===== src/rtl/ifid_queue.sv =====
// ifid_queue: instruction/PC queue between fetch and the ID/EX register.
// Fetch pushes on ihit, decode pops the head on wen, a control-flow flush
// empties the queue. An empty queue presents an all-zero NOP.
// Optional feature: define IFQ_BYPASS_EN to forward a fetch into an empty
// queue straight to the outputs in the same cycle.
//
// Ports:
//   clk            in   pipeline clock
//   nRst           in   synchronous active-high reset
//   ihit           in   push request
//   imemload_input in   fetched instruction word
//   imemaddr_input in   PC of fetched instruction
//   wen            in   pop request (ID/EX latching the head)
//   flushed        in   discard all entries
//   imemload       out  head instruction, 0 when empty
//   imemaddr       out  head PC, 0 when empty
//   valid          out  head holds a real instruction
//   full           out  occupancy == DEPTH
//   count          out  current occupancy
module ifid_queue #(
  parameter int unsigned DEPTH = 4,
  parameter int unsigned CNTW  = $clog2(DEPTH + 1)
) (
  input  logic            clk,
  input  logic            nRst,
  input  logic            ihit,
  input  logic [31:0]     imemload_input,
  input  logic [31:0]     imemaddr_input,
  input  logic            wen,
  input  logic            flushed,
  output logic [31:0]     imemload,
  output logic [31:0]     imemaddr,
  output logic            valid,
  output logic            full,
  output logic [CNTW-1:0] count
);

  localparam int unsigned PTRW = (DEPTH > 1) ? $clog2(DEPTH) : 1;

  logic [63:0]     mem_q [DEPTH];
  logic [63:0]     mem_d [DEPTH];
  logic [PTRW-1:0] rd_ptr_q, rd_ptr_d;
  logic [PTRW-1:0] wr_ptr_q, wr_ptr_d;
  logic [CNTW-1:0] count_q, count_d;

  logic q_valid;
  logic q_full;
  logic pop;
  logic push;
  logic byp;
  logic byp_take;

  // Effective push/pop qualification from registered occupancy
  always_comb begin
    q_valid = (count_q != '0);
    q_full  = (count_q == CNTW'(DEPTH));
    pop     = wen & q_valid;
    push    = ihit & (~q_full | pop);
`ifdef IFQ_BYPASS_EN
    byp      = ~q_valid & ihit & ~flushed;
    byp_take = byp & wen;
`else
    byp      = 1'b0;
    byp_take = 1'b0;
`endif
  end

  // Next-state: flush beats push/pop; a bypassed-and-consumed fetch touches nothing
  always_comb begin
    rd_ptr_d = rd_ptr_q;
    wr_ptr_d = wr_ptr_q;
    count_d  = count_q;
    mem_d    = mem_q;
    if (flushed) begin
      rd_ptr_d = '0;
      wr_ptr_d = '0;
      count_d  = '0;
    end else if (!byp_take) begin
      if (push) begin
        mem_d[wr_ptr_q] = {imemload_input, imemaddr_input};
        wr_ptr_d        = wr_ptr_q + PTRW'(1);
      end
      if (pop) begin
        rd_ptr_d = rd_ptr_q + PTRW'(1);
      end
      case ({push, pop})
        2'b10:   count_d = count_q + CNTW'(1);
        2'b01:   count_d = count_q - CNTW'(1);
        default: count_d = count_q;
      endcase
    end
  end

  // Pointer/occupancy state with synchronous reset
  always_ff @(posedge clk) begin
    if (nRst) begin
      rd_ptr_q <= '0;
      wr_ptr_q <= '0;
      count_q  <= '0;
    end else begin
      rd_ptr_q <= rd_ptr_d;
      wr_ptr_q <= wr_ptr_d;
      count_q  <= count_d;
    end
  end

  // Entry storage; contents are don't-care whenever count says empty
  always_ff @(posedge clk) begin
    mem_q <= mem_d;
  end

  // Head presentation: NOP when empty, forwarded fetch when bypassing
  always_comb begin
    imemload = '0;
    imemaddr = '0;
    valid    = q_valid;
    if (q_valid) begin
      {imemload, imemaddr} = mem_q[rd_ptr_q];
    end
    if (byp) begin
      imemload = imemload_input;
      imemaddr = imemaddr_input;
      valid    = 1'b1;
    end
    full  = q_full;
    count = count_q;
  end

endmodule


===== config.mk =====
export PLATFORM = sky130hd
export DESIGN_NAME = ifid_queue
export DESIGN_NICKNAME = d
export VERILOG_FILES = /design/src/rtl/ifid_queue.sv
export SDC_FILE = /design/constraint.sdc
export NUM_CORES = 1
export LEC_CHECK = 0
export CORE_AREA = 2 2 134 136
export CTS_CLUSTER_SIZE = 14
export DETAILED_ROUTE_END_ITERATION = 7
export DIE_AREA = 0 0 136 138
export HOLD_SLACK_MARGIN = 0.06
export PLACE_DENSITY = 0.91
export SYNTH_ARGS = -nofsm -noshare
export SYNTH_HDL_FRONTEND = slang
export SYNTH_SLANG_ARGS = --single-unit

===== constraint.sdc =====
create_clock -name clk -period 13.8 [get_ports clk]
set_input_delay 2.76 -clock clk [delete_from_list [all_inputs] [get_ports clk]]
set_output_delay 2.76 -clock clk [all_outputs]
set_load 0.03 [all_outputs]

# Yosys cells after proc, flatten, opt, wreduce, memory -nomap -nowiden

Cells that the tools add are included.
Widths: inputs -> output; s select.

$lt $le $gt $ge: 3
Reductions and logical operators: 5
Add/sub/neg operators: 4
Multiplexer cells: 9
Shifts and indexed selects: 0
Equality and inequality tests: 3
Multipliers: 0
Div/mod/pow operators: 0
Bitwise logic cells: 7

Operators by type and width:

| cell                | count |
|---|---|
| $bwmux 256          | 1 |
| $mux 64             | 3 |
| $bmux 64 s2         | 1 |
| $demux 64 s2        | 1 |
| $mux 32             | 2 |
| $ge 3x3->1 const B  | 2 |
| $not 2->3           | 2 |
| $pmux 3 s2          | 1 |
| $add 2x1->2 const B | 2 |
| $add 3x1->3 const B | 1 |
| $eq 3x3->1 const B  | 1 |
| $lt 3x1->1 const B  | 1 |
| $reduce_bool 3->1   | 1 |
| $sub 3x1->3 const B | 1 |
| $and 1x1->1         | 2 |
| $eq 2x1->1 const B  | 1 |
| $eq 2x2->1 const B  | 1 |
| $not 1->1           | 2 |
| $reduce_and 2->1    | 1 |
| $reduce_bool 2->1   | 1 |
| $reduce_or 2->1     | 1 |
| $logic_and 1x1->1   | 1 |
| $or 1x1->1          | 1 |

Memory bits (writable): 0
Bits in read-only memories: 0
Output and inout bits: 69
Word-level logic and storage cells: 38
Register bits after elaboration: 263
Memories: 0
Latch bits: 0

# Logic depth before layout (Yosys ltp)

Depth in word-level cells: 6
Gate-level depth with buffers: 8

# Worst setup path before layout

OpenSTA, ideal clock, no wires.

Path type: input-to-reg
Start point: input port ihit
End point: register mem_q[0] in the netlist's numbering (enable)
Arrival time: 7615 ps
Buffers on the path: 0
Stages: 2
Setup slack: 5607 ps
Cells stage by stage: o41ai_4 > nor3b_1

Cells in the longest elaborated chain, start to end: 2

Ends and longest elaborated chain:

| what                       | RTL line | RTL |
|---|---|---|
| start, declared            | 26       | `input logic ihit,` |
| $and 1x1->1                | 58       | `push = ihit & (~q_full \| pop);` |
| $reduce_and 2->1 (no line) | -        |  |
| end signal, assigned       | 109      | `mem_q <= mem_d;` |
| end, declared              | 40       | `logic [63:0] mem_q [DEPTH];` |

No other way between the ends.
A chain may end at the register's enable or synchronous reset.

# Final worst setup path

Start point: register rd_ptr_q[0]
End point: output port imemload[15]

Cells in the longest elaborated chain, start to end: 5

Ends and longest elaborated chain:

| what                                        | RTL line | RTL |
|---|---|---|
| start, declared                             | 42       | `logic [PTRW-1:0] rd_ptr_q, rd_ptr_d;` |
| start signal, assigned                      | 101      | `rd_ptr_q <= rd_ptr_d;` |
| $not 2->3 (not written as such)             | 118      | `{imemload, imemaddr} = mem_q[rd_ptr_q];` |
| $bmux 64 s2                                 | 118      |  |
| $mux 64 (not written as such) (2 in series) | 118      |  |
| $mux 32                                     | 117      | `if (q_valid) begin` |
| end, declared                               | 31       | `output logic [31:0] imemload,` |

No other way between the ends. The select of a mux whose other input is x is not followed.

==> flow_summary.ini <==
[placement]
gp_congestion = 0.727
place_hpwl_um = 11000
pre_cts_ws_ns = 8.14
io_buffers = 137

[clocking]
post_cts_resized = 0
path_clk_slew_ns = 0.06
root_buffer = clkbuf_16
insertion_delay_ns = 0.51
postCtsHoldBufs = 0
cts.sinks = 263
cts_buffers = 26
cts_tree = yes
post-cts-setup-buffer-count = 0
htreeDepth = 1
clk_path_buf_depth = 3

[pwr]
power_mw = 1.66
peakVddDrop_uv = 143
leakage_nw = 3.95
pwr_density_cell_nw_per_um2 = 133

[grt]
gr-usage-all-layers = 0.209
grt-ovfl-total = 0
grt_max_degree = 66
grt_pass1_vias = 5277
antenna_found_initial = 0
grt_pass1_wl_um = 29700

[finish]
mostFrequentLayoutCells = edfxtp_1 (256), clkdlybuf4s50_1 (137), mux4_2 (64), and2_1 (64), clkbuf_16 (27)
drive_gt1_frac = 0.187
antennaDiodeCount = 0
fillerInstances = 1048
area_growth_pct = 23.8
layout_commonest_cell = edfxtp_1
nets = 682

[timing]
fin_tns_setup_ns = 0
fmax_ghz = 0.164
setup_viol = 0
slew_violations = 0
setup_slack_ns = 7.69
slew_headroom = 0.151
min_period_over_period = 0.443
hold_viol_final = 0
clock_skew_ns = 0.0158
worstMarginPinSlew_ns = 1.27
fin_crit_ns = 6.11
grt_setup_unrepaired = false

[routing]
viasPerCell = 5.70
wl_um = 19000
drtPass1Iterations = 4
dr.first_iter.drc_count = 356
ant_nets = 0
drc_errors = 0
vias = 4883
wl_per_cell_um = 22.1

[job]
maxCapViolations = 0

[floorplan]
die_w_um = 136
fp-row-count = 49
die_area_um2 = 18800
die_y_um = 138
start_util = 0.577
top_level_ports = 138
core_area_um2 = 17500

[setup_path]
worstPathArrival_ns = 3.35
critPathTopFamily = buffers and inverters
crit_type = register to output pin
max_stage_delay_ns = 0.79
startpoint_type = register
cp.required_ns = 11.04
cp_max_fo = 34
critPathBufInv = 2
path_cells = buf_4 > mux4_2 > and2_1 > clkdlybuf4s50_1
end_kind = output pin
slowest_stage = dfxtp_4

[synth]
async_reset_ff_frac = 0
avgSynthCellArea_um2 = 22.2
syn-cell-area_um2 = 10100
synth_edf_count = 256
yosys_warnings = 0
synth_flop_cell = edfxtp_1
ys_seq_area_frac = 0.774
synth-seq-cells = 263
syn-num-nets = 530
netlist_instances = 455
synth.distinct_cells = 27

[run_status]
status = complete, no violations

[hold_path]
hold_class = register to register
-- path summary, 6_finish.rpt --
kind | cells past startpoint | end | startpoint | slack [ns]
max | 4 | imemload[15] | rd_ptr_q[0] | 7.69
min | 2 | wr_ptr_q[0] | wr_ptr_q[0] | 0.54
max reg2reg | 8 | count[2] | count[2] | 10.97
min reg2reg | 2 | wr_ptr_q[0] | wr_ptr_q[0] | 0.54
-- where the power goes --
group / internal (mW) / leakage (nW) / total [mW] / switching [mW]
clock network: 0.363 / 0.378 / 0.639 / 0.276
logic: 0.0584 / 1.19 / 0.123 / 0.0651
registers: 0.890 / 2.38 / 0.896 / 0.00581
total: 1.31 / 3.95 / 1.66 / 0.347
-- state kept, by name (all words and copies together) (netlist names) --
| register | count |
|---|---|
| wr_ptr_q | 2 |
| rd_ptr_q | 2 |
| count | 3 |
| mem_q | 256 |
-- cell usage after synthesis, types with 2 or more instances --
cell        n  area (um2)
edfxtp_1  256        7690
and2_1     64         400
mux4_2     64        1440
clkbuf_1    8        30.0
dfxtp_1     7         140
buf_2       6        30.0
inv_1       6        22.5
nor2_1      6        22.5
buf_6       5        56.3
ha_1        5        62.6
nand2_1     4        15.0
nor3b_1     4        30.0
xor2_1      4        35.0
a21oi_1     2        10.0
mux2i_1     2        20.0
-- per-layer routing --
metal	GRT usage	routed length (um)	vias up
li1	-	-	2139
met1	0.283	7470	2515
met2	0.355	9850	195
met3	0.0363	1230	34
met4	0.0576	410	0
met5	0	0	-
-- final cells by class --
type                    count  area (um2)  area share
clock buffers              35         716      0.0572
clock inverters            13        66.3     0.00530
inverters                   7        26.3     0.00210
multi-input cells         164        2150       0.172
flip-flops and latches    263        7840       0.626
well taps                 229         287      0.0229
repair buffers            145        1430       0.114
-- per-stage QoR --
step,utilization,area [um2],cells,hold slack [ns]
after floorplan,-,10100,455,0.471
after global routing,0.714,12500,856,0.561
after detailed placement,0.669,11700,808,0.499
after global placement,0.669,11700,808,0.481
final,0.714,12500,856,0.535
after CTS,0.714,12500,856,0.531
-- worst min-delay path, stage by stage (launching register included) --
cell and delay, ns:
dfxtp_1 0.35, nand2_1 0.07, mux2i_1 0.06
-- cell families (layout without fill, tap and decap cells) --
| kind of cell | count (synthesis) | count (layout) | share of synthesized area |
|---|---|---|---|
| AO/OA/AOI/OAI | 6 | 6 | 0.00582 |
| XOR/XNOR | 4 | 4 | 0.00346 |
| adder cells (fa/ha/maj) | 6 | 6 | 0.00817 |
| buffers and inverters | 28 | 200 | 0.0153 |
| flip-flops | 263 | 263 | 0.774 |
| multiplexers | 66 | 66 | 0.145 |
| AND/OR/NAND/NOR | 82 | 82 | 0.0485 |
No activity file was read; power rests on OpenSTA's default activity.
